**config.mk**
```make
export PLATFORM = sky130hd
export DESIGN_NAME = mem_access_flat
export DESIGN_NICKNAME = d
export VERILOG_FILES = /design/src/rtl/mem_access_if.sv /design/src/rtl/mem_access.sv /design/src/flat_wrapper.sv
export SDC_FILE = /design/constraint.sdc
export NUM_CORES = 1
export LEC_CHECK = 0
export BUFFER_PORTS_ARGS = -buffer_cell sky130_fd_sc_hd__buf_4
export CAP_MARGIN = 20
export CELL_PAD_IN_SITES_DETAIL_PLACEMENT = 1
export CELL_PAD_IN_SITES_GLOBAL_PLACEMENT = 2
export CORE_MARGIN = 4
export CORE_UTILIZATION = 21
export DETAILED_ROUTE_END_ITERATION = 8
export PLACE_DENSITY = 0.92
export SLEW_MARGIN = 10
export SYNTH_ARGS = -nofsm -noshare
export SYNTH_HDL_FRONTEND = slang
export SYNTH_SLANG_ARGS = --single-unit
```
**constraint.sdc**
```tcl
create_clock -name clk -period 2.3 [get_ports clk]
set_clock_uncertainty 0.2 [all_clocks]
set_input_delay 0.345 -clock clk [delete_from_list [all_inputs] [get_ports clk]]
set_output_delay 0.345 -clock clk [all_outputs]
set_load 0.03 [all_outputs]
```
**src/rtl/mem_access_if.sv**
```systemverilog
// Data-memory port between the MEM stage (master) and the data memory (slave).
// A transfer completes in any cycle where dmem_req and dmem_ready are both high.
interface mem_access_if;
  logic        dmem_req;
  logic        dmem_we;
  logic [31:0] dmem_addr;
  logic [31:0] dmem_wdata;
  logic [3:0]  dmem_be;
  logic        dmem_ready;
  logic [31:0] dmem_rdata;

  modport master (
    output dmem_req, dmem_we, dmem_addr, dmem_wdata, dmem_be,
    input  dmem_ready, dmem_rdata
  );

  modport slave (
    input  dmem_req, dmem_we, dmem_addr, dmem_wdata, dmem_be,
    output dmem_ready, dmem_rdata
  );
endinterface

```
**src/rtl/mem_access.sv**
```systemverilog
// MEM stage: issues data-memory accesses from the EX/MEM packet, aligns and
// extends loads, builds store byte-enables, selects write-back data and
// registers the MEM/WB packet. Stalls the front of the pipe while an access
// waits for dmem_ready, and aborts with bus_err after TIMEOUT cycles.
module mem_access #(
  parameter int REG_WIDTH = 32,
  parameter int REG_COUNT = 32,
  parameter int CTRL_SIZE = 21,
  parameter int TIMEOUT   = 16,
  parameter int REG_BITS  = $clog2(REG_COUNT)
) (
  input  logic                                         clk,
  input  logic                                         rstn,
  input  logic [REG_BITS+1+CTRL_SIZE-7+REG_WIDTH*3-1:0] exc_mem_reg,
  mem_access_if.master                                 dmem,
  output logic                                         mem_stall,
  output logic [31:0]                                  wb_data_ex_mem,
  output logic [REG_BITS-1:0]                          rd_ex_mem,
  output logic                                         wen_ex_mem,
  output logic [REG_BITS+32:0]                         mem_wb_reg,
  output logic                                         misalign_err,
  output logic                                         bus_err
);

  localparam int MC_W  = CTRL_SIZE - 7;
  localparam int CNT_W = $clog2(TIMEOUT);
  localparam logic [CNT_W-1:0] CNT_LAST = CNT_W'(TIMEOUT - 1);

  typedef enum logic {IDLE, WAIT} state_t;

  state_t             state, state_nxt;
  logic [CNT_W-1:0]   cnt, cnt_nxt;

  // Unpacked EX/MEM fields; forced to zero under reset so every combinational
  // output (including dmem_req) is quiet while rstn is low.
  logic [REG_BITS-1:0] rd_p0;
  logic                wen_p0;
  logic [MC_W-1:0]     mctrl_p0;
  logic [31:0]         alu_p0, sdata_p0, rpc_p0;

  logic       mem_read, mem_write, mem_op;
  logic [2:0] f3;
  logic [1:0] wb_sel, a_lo;
  logic       is_half, is_word, misalign, access;
  logic       req, abort;
  logic [31:0] wb_data;
  logic       ctrl_unused;

  // Shift the addressed byte/half down to bit 0, then sign- or zero-extend.
  function automatic logic [31:0] load_extend(input logic [31:0] rdata,
                                              input logic [1:0]  a,
                                              input logic [2:0]  fn);
    logic [31:0] sh;
    sh = rdata >> {a, 3'b000};
    case (fn)
      3'b000:  load_extend = {{24{sh[7]}}, sh[7:0]};
      3'b001:  load_extend = {{16{sh[15]}}, sh[15:0]};
      3'b100:  load_extend = {24'b0, sh[7:0]};
      3'b101:  load_extend = {16'b0, sh[15:0]};
      default: load_extend = rdata;
    endcase
  endfunction

  function automatic logic [3:0] store_be(input logic [1:0] sz, input logic [1:0] a);
    case (sz)
      2'b00:   store_be = 4'b0001 << a;
      2'b01:   store_be = 4'b0011 << a;
      default: store_be = 4'b1111;
    endcase
  endfunction

  // Replicating the datum lets the memory pick lanes purely from dmem_be.
  function automatic logic [31:0] store_wdata(input logic [1:0] sz, input logic [31:0] d);
    case (sz)
      2'b00:   store_wdata = {4{d[7:0]}};
      2'b01:   store_wdata = {2{d[15:0]}};
      default: store_wdata = d;
    endcase
  endfunction

  // ---- stage p0: EX/MEM packet decode ----
  assign {rd_p0, wen_p0, mctrl_p0, alu_p0, sdata_p0, rpc_p0} = rstn ? exc_mem_reg : '0;

  assign mem_read    = mctrl_p0[13];
  assign mem_write   = mctrl_p0[12];
  assign f3          = mctrl_p0[11:9];
  assign wb_sel      = mctrl_p0[8:7];
  assign ctrl_unused = ^mctrl_p0[6:0];
  assign mem_op      = mem_read | mem_write;
  assign a_lo        = alu_p0[1:0];
  assign is_half     = (f3[1:0] == 2'b01);
  assign is_word     = (f3 == 3'b010);
  assign misalign    = mem_op & ((is_half & a_lo[0]) | (is_word & (a_lo != 2'b00)));
  assign access      = mem_op & ~misalign;

  assign wb_data_ex_mem = alu_p0;
  assign rd_ex_mem      = rd_p0;
  assign wen_ex_mem     = wen_p0;

  // Access FSM state and wait counter.
  always_ff @(posedge clk or negedge rstn) begin
    if (!rstn) begin
      state <= IDLE;
      cnt   <= '0;
    end else begin
      state <= state_nxt;
      cnt   <= cnt_nxt;
    end
  end

  // Next state: enter WAIT when the first request cycle misses ready; leave on
  // ready or when the wait counter has reached its limit.
  always_comb begin
    state_nxt = state;
    cnt_nxt   = cnt;
    case (state)
      IDLE: begin
        if (access && !dmem.dmem_ready) begin
          state_nxt = WAIT;
          cnt_nxt   = CNT_W'(1);
        end
      end
      WAIT: begin
        if (dmem.dmem_ready || (cnt == CNT_LAST)) begin
          state_nxt = IDLE;
          cnt_nxt   = '0;
        end else begin
          cnt_nxt = cnt + CNT_W'(1);
        end
      end
      default: begin
        state_nxt = IDLE;
        cnt_nxt   = '0;
      end
    endcase
  end

  // Memory port, stall and write-back data selection.
  always_comb begin
    req             = (state == WAIT) | access;
    abort           = (state == WAIT) & ~dmem.dmem_ready & (cnt == CNT_LAST);
    mem_stall       = req & ~dmem.dmem_ready & ~abort;
    dmem.dmem_req   = req;
    dmem.dmem_we    = req & mem_write;
    dmem.dmem_addr  = {alu_p0[31:2], 2'b00};
    dmem.dmem_wdata = store_wdata(f3[1:0], sdata_p0);
    dmem.dmem_be    = (req & mem_write) ? store_be(f3[1:0], a_lo) : 4'b0000;
    case (wb_sel)
      2'b01:   wb_data = load_extend(dmem.dmem_rdata, a_lo, f3);
      2'b10:   wb_data = rpc_p0;
      default: wb_data = alu_p0;
    endcase
  end

  // ---- stage p1: MEM/WB register; bubbles while stalled, write suppressed on error ----
  always_ff @(posedge clk or negedge rstn) begin
    if (!rstn) begin
      mem_wb_reg   <= '0;
      misalign_err <= 1'b0;
      bus_err      <= 1'b0;
    end else begin
      if (mem_stall)
        mem_wb_reg <= {rd_p0, 1'b0, 32'b0};
      else
        mem_wb_reg <= {rd_p0, wen_p0 & ~(misalign | abort), wb_data};
      misalign_err <= misalign;
      bus_err      <= abort;
    end
  end

endmodule

```
**src/flat_wrapper.sv**
```systemverilog
// flat-port wrapper written by rule: the top's interface ports become plain ports
module mem_access_flat 
#(
  parameter int REG_WIDTH = 32,
  parameter int REG_COUNT = 32,
  parameter int CTRL_SIZE = 21,
  parameter int TIMEOUT   = 16,
  parameter int REG_BITS  = $clog2(REG_COUNT)
)
  (clk, rstn, exc_mem_reg, mem_stall, wb_data_ex_mem, rd_ex_mem, wen_ex_mem, mem_wb_reg, misalign_err, bus_err, dmem_dmem_req, dmem_dmem_we, dmem_dmem_addr, dmem_dmem_wdata, dmem_dmem_be, dmem_dmem_ready, dmem_dmem_rdata);
  mem_access_if dmem_i ();
  input  logic clk;
  input  logic rstn;
  input  logic [REG_BITS+1+CTRL_SIZE-7+REG_WIDTH*3-1:0] exc_mem_reg;
  output logic mem_stall;
  output logic [31:0] wb_data_ex_mem;
  output logic [REG_BITS-1:0] rd_ex_mem;
  output logic wen_ex_mem;
  output logic [REG_BITS+32:0] mem_wb_reg;
  output logic misalign_err;
  output logic bus_err;
  output wire logic [$bits(dmem_i.dmem_req)-1:0] dmem_dmem_req;
  output wire logic [$bits(dmem_i.dmem_we)-1:0] dmem_dmem_we;
  output wire logic [$bits(dmem_i.dmem_addr)-1:0] dmem_dmem_addr;
  output wire logic [$bits(dmem_i.dmem_wdata)-1:0] dmem_dmem_wdata;
  output wire logic [$bits(dmem_i.dmem_be)-1:0] dmem_dmem_be;
  input wire logic [$bits(dmem_i.dmem_ready)-1:0] dmem_dmem_ready;
  input wire logic [$bits(dmem_i.dmem_rdata)-1:0] dmem_dmem_rdata;
  assign dmem_dmem_req = dmem_i.dmem_req;
  assign dmem_dmem_we = dmem_i.dmem_we;
  assign dmem_dmem_addr = dmem_i.dmem_addr;
  assign dmem_dmem_wdata = dmem_i.dmem_wdata;
  assign dmem_dmem_be = dmem_i.dmem_be;
  assign dmem_i.dmem_ready = dmem_dmem_ready;
  assign dmem_i.dmem_rdata = dmem_dmem_rdata;
  mem_access #(.REG_WIDTH(REG_WIDTH), .REG_COUNT(REG_COUNT), .CTRL_SIZE(CTRL_SIZE), .TIMEOUT(TIMEOUT), .REG_BITS(REG_BITS)) u_core (.clk(clk), .rstn(rstn), .exc_mem_reg(exc_mem_reg), .dmem(dmem_i), .mem_stall(mem_stall), .wb_data_ex_mem(wb_data_ex_mem), .rd_ex_mem(rd_ex_mem), .wen_ex_mem(wen_ex_mem), .mem_wb_reg(mem_wb_reg), .misalign_err(misalign_err), .bus_err(bus_err));
endmodule
```
### Word-level counts from Yosys, hierarchy flattened

Cells that the tools add are included.

* bits in registers: 45
* bits of input ports: 151
* output and inout bits: 149
* word-level logic and storage cells: 56

* mux-type cells: 13
* bitwise logic cells: 19
* shift operators: 3
* reduce and logical (&&, ||, !) cells: 6
* equal/unequal tests: 9
* $add $sub $neg: 1

Operators with widths (count)
* $pmux 32 s2: 2
* $pmux 32 s4: 1
* $mux 116: 1
* $mux 33: 1
* $shr 32x5->16: 1
* $pmux 4 s2: 2
* $mux 4: 3
* $and 1x1->1: 10
* $eq 3x3->1 const B: 2
* $not 1->1: 5
* $add 4x1->4 const B: 1
* $eq 2x1->1 const B: 2
* $eq 4x4->1 const B: 1
* $or 1x1->1: 4
* $shl 1x2->4 const A: 1
* $shl 2x2->4 const A: 1
* $eq 3x1->1 const B: 1
* $eq 3x2->1 const B: 1
* $logic_not 3->1: 1
* $eq 2x2->1 const B: 1
* $logic_not 2->1: 1
* $mux 1: 2
* $ne 2x1->1 const B: 1
* $pmux 1 s2: 1
* 4 further kinds: 4

### Depth between registers and ports, before layout

* depth in word-level cells: 11
* mapped depth: 10
* gate-level depth less buffers: 7

### Worst setup path after synthesis

OpenSTA, ideal clock, no wires.

* path type: input to register
* start: input rstn
* end: register u_core.mem_wb_reg[6]
* path buffers: 4
* arrival: 2.062 ns
* slack: -0.056 ns
* cell stages on the path: 8
* path through: clkbuf_1 > clkbuf_1 > nand2_1 > ha_1 > buf_2 > clkbuf_1 > a21oi_1 > a221oi_2

* cells in the longest elaborated chain, start to end: 11

RTL lines
* start, declared: line flat_wrapper.sv:13 `input logic rstn;`
* $mux 116 (*): line mem_access.sv:82 `assign {rd_p0, wen_p0, mctrl_p0, alu_p0, sdata_p0, rpc_p0} = rstn ? exc_mem_reg : '0;`
* $eq 3x2->1 (tied with other cells): line mem_access.sv:92 `assign is_word = (f3 == 3'b010);`
* $and 1x1->1: line mem_access.sv:93 `assign misalign = mem_op & ((is_half & a_lo[0]) | (is_word & (a_lo != 2'b00)));`
* $or 1x1->1: line mem_access.sv:93
* $and 1x1->1: line mem_access.sv:93
* $not 1->1: line mem_access.sv:94 `assign access = mem_op & ~misalign;`
* $and 1x1->1: line mem_access.sv:94
* $or 1x1->1: line mem_access.sv:140 `req = (state == WAIT) | access;`
* $and 1x1->1 (2 in series): line mem_access.sv:142 `mem_stall = req & ~dmem.dmem_ready & ~abort;`
* $mux 33 (*): line mem_access.sv:162 `if (mem_stall)`
* end signal, assigned: line mem_access.sv:163 `mem_wb_reg <= {rd_p0, 1'b0, 32'b0};`
* end signal, assigned: line mem_access.sv:165 `mem_wb_reg <= {rd_p0, wen_p0 & ~(misalign | abort), wb_data};`
* end, declared: line mem_access.sv:20 `output logic [REG_BITS+32:0] mem_wb_reg,`

Mark *: on every way between the ends. The rest lies on a longest branch, timed or not.
A chain may end at the register's enable or synchronous reset.

### Worst setup path after layout

* start: register u_core.cnt[0]
* end: output mem_stall

* cells in the longest elaborated chain, start to end: 4

RTL lines
* start, declared: line mem_access.sv:32 `logic [CNT_W-1:0] cnt, cnt_nxt;`
* start signal, assigned: line mem_access.sv:107 `cnt <= cnt_nxt;`
* $eq 4x4->1: line mem_access.sv:141 `abort = (state == WAIT) & ~dmem.dmem_ready & (cnt == CNT_LAST);`
* $and 1x1->1: line mem_access.sv:141
* $not 1->1: line mem_access.sv:142
* $and 1x1->1: line mem_access.sv:142
* end, declared: line flat_wrapper.sv:15 `output logic mem_stall;`

No other way between the ends.

==> impl_metrics.json <==
{
  "status": "finished clean",
  "initial_core_util": 0.2164,
  "power.leakage_nw": 3.205,
  "critPathTopFamily": "flip-flops",
  "drv_cap": 0,
  "placed_area_um2": 6596,
  "area_growth_pct": 59.48,
  "fin_util": 0.3452,
  "synth_edf_count": 0,
  "grt-ovfl-total": 0,
  "crit_slowest_cell": "dfrtp_1",
  "synth_flop_cell": "dfrtp_1",
  "synth.distinct_cells": 51,
  "irDropWorstVdd_uv": 237.6,
  "clock.fmax_mhz": 462.8,
  "dieArea_um2": 22670,
  "ys_ff_latch": 45,
  "criticalPathCategory": "reg -> out",
  "coreArea_um2": 19720,
  "crit_buf_inv": 1,
  "worstMarginPinSlew_ns": 0.7783,
  "synth_top_family_by_area": "compound AO/OA/AOI/OAI gates",
  "worst-path-max-fanout": 5,
  "routed_wl_mm": 20.96,
  "critical-path-max-stage-delay_ns": 0.43,
  "reg2reg_to": "u_core.mem_wb_reg[12]",
  "min_path_type": "in -> async",
  "grtUsageTotal": 0.1761,
  "slew_headroom": 0.4794,
  "pin_count": 300,
  "grt_max_degree": 34,
  "drc": 0,
  "rsz0062_at_grt": "no",
  "power_density_nw_per_um2": 522.9,
  "reg2reg_setup_slack_ns": 0.28,
  "crit_required_ns": 1.75,
  "cts_tree": "done",
  "setup_violations": 0,
  "via_count": 5067,
  "stdcell_area_um2": 6807,
  "viasPerCell": 4.886,
  "drt_iter0_drc": 221,
  "synth_xor_area_frac": 0,
  "syn-cell-area_um2": 4268,
  "setup-tns-final_ns": 0,
  "synth-simple-area-share": 0.1785,
  "insertion_delay_ns": 0.30,
  "avgSynthCellArea_um2": 8.098,
  "yosys_warnings": 0,
  "finalHoldViolCount": 0,
  "slew_violations": 0,
  "drive_above_1_share": 0.4508,
  "h-tree-depth": 2,
  "detail_route.wl_per_cell_um": 20.21,
  "first_global_vias": 5281,
  "drt.antenna.violating_nets": 0,
  "mostFrequentLayoutCells": "buf_4 (304), a21oi_1 (62), o21ai_0 (50), dfrtp_1 (45), nor2_1 (42)",
  "antenna_found_initial": 0,
  "largest_reg_flops": 38,
  "syn_inst": 527,
  "async_reset_ff_frac": 1.000,
  "worstPathCellList": "ha_1 -> nand3_1 -> nand2_1 -> o41ai_4 -> buf_6",
  "clock-root-buffer": "clkbuf_16",
  "start_kind": "register",
  "end_kind": "output port",
  "clockBufferDepth": 2,
  "grt_pass1_wl_mm": 30.95,
  "dp_hpwl_mm": 16.67,
  "layout.nets": 925,
  "die_h_um": 150.6,
  "final_common_cell": "buf_4",
  "r2r_start": "u_core.cnt[0]",
  "routabilityCongestion": 0.8226,
  "synthAdderAreaFrac": 0.008795,
  "dieWidth_um": 150.6,
  "drt-pass1-iter-count": 4,
  "rows": 51,
  "synth_compound_gate_area_share": 0.3512,
  "r2r_cells": 6,
  "postCtsSetupBuffers": 0,
  "timing.final.crit_share": 0.9394,
  "io_buffer_count": 290,
  "cts-buffers-inserted": 5,
  "diodes": 0,
  "synthMuxAreaShare": 0.06098,
  "ys_seq_area_frac": 0.2639,
  "fin_crit_ns": 2.161,
  "clkTransAtPathRegs_ns": 0.07,
  "arrival_ns": 1.62,
  "clkSinkCount": 45
}
[through the flow]
stage / std cells / worst slack [ns] / hold slack [ns] / power [mW]
after detailed placement: 1027 / 0.07743 / 0.1496 / 2.687
after floorplan: 528 / 0.04403 / -0.1506 / 1.958
after CTS: 1037 / 0.08220 / 0.04890 / 3.597
final: 1037 / 0.1393 / 0.03658 / 3.559
after global placement: 1027 / 0.1252 / 0.1497 / 2.659
after global routing: 1037 / 0.01402 / 0.06025 / 3.755
[logic make-up (layout without fill, tap and decap cells)]
kind of cell	after synthesis	after routing
simple gates	151	151
other cells	1	2
compound gates	201	201
fa+ha+maj	3	3
mux	26	26
flops	45	45
buf+inv	100	344
[Yosys cell counts (2+ instances only)]
cell / number / area, um^2
buf_2: 18 / 90.09
mux2i_1: 26 / 260.3
a22o_1: 7 / 61.31
inv_1: 17 / 63.81
buf_4: 36 / 270.3
o21a_1: 3 / 22.52
and2_1: 41 / 256.5
a311oi_2: 10 / 150.1
o2111ai_1: 2 / 17.52
and2b_1: 2 / 15.01
nand2_1: 40 / 150.1
nor2_1: 42 / 157.7
nand3_1: 4 / 20.02
o2bb2ai_1: 30 / 262.8
a311oi_1: 14 / 122.6
clkbuf_1: 18 / 67.56
ha_1: 3 / 37.54
o21ai_0: 50 / 250.2
a221oi_1: 4 / 35.03
nand2b_1: 9 / 56.30
dfrtp_1: 45 / 1126
a221oi_2: 3 / 45.04
o211ai_1: 3 / 22.52
nand4b_1: 6 / 52.55
buf_1: 2 / 7.510
a21oi_1: 62 / 310.3
buf_6: 6 / 67.56
[final cells by class]
class	count	area, um^2
clock buffers	6	138.9
well taps	265	331.6
inverters	19	71.32
clock inverters	2	37.54
repair buffers	317	2524
flip-flops and latches	45	1126
fillers	2345	12910
multi-input cells	383	2577
[worst min-delay path, cell delays in order]
cell    delay (ns)
buf_4         0.14
buf_12        0.19
buf_12        0.21
[worst max-delay path by stage]
| stage | slack [ns] | end | cells past startpoint | start |
|---|---|---|---|---|
| floorplan | 0.04 | u_core.mem_wb_reg[27] | 9 | rstn |
| global placement | 0.13 | u_core.mem_wb_reg[26] | 5 | exc_mem_reg[65] |
| detailed placement | 0.08 | u_core.mem_wb_reg[22] | 5 | exc_mem_reg[65] |
| CTS | 0.08 | mem_stall | 5 | u_core.cnt[0] |
| global route | 0.01 | mem_stall | 5 | u_core.cnt[0] |
| finish | 0.14 | mem_stall | 5 | u_core.cnt[0] |
[power breakdown]
part / switching [mW] / internal [mW]
sequential: 0.0476 / 0.895
clock: 0.349 / 0.544
combinational: 1.02 / 0.703
total: 1.42 / 2.14
[timing repair]
item,in CTS,in global routing
hold endpoints to repair,32,0
endpoints found under the setup margin,0,1
resized for setup,0,1
hold buffers,2,0
[per-layer routing]
| metal | routed length [um] | vias up | track usage |
|---|---|---|---|
| met1 | 7948 | 2466 | 0.1995 |
| met2 | 10650 | 210 | 0.3194 |
| met3 | 1821 | 31 | 0.04786 |
| met4 | 546 | 0 | 0.05581 |
| met5 | 0 | - | 0 |
| li1 | - | 2360 | - |
Note: power is estimated with default switching activity, not from simulation.
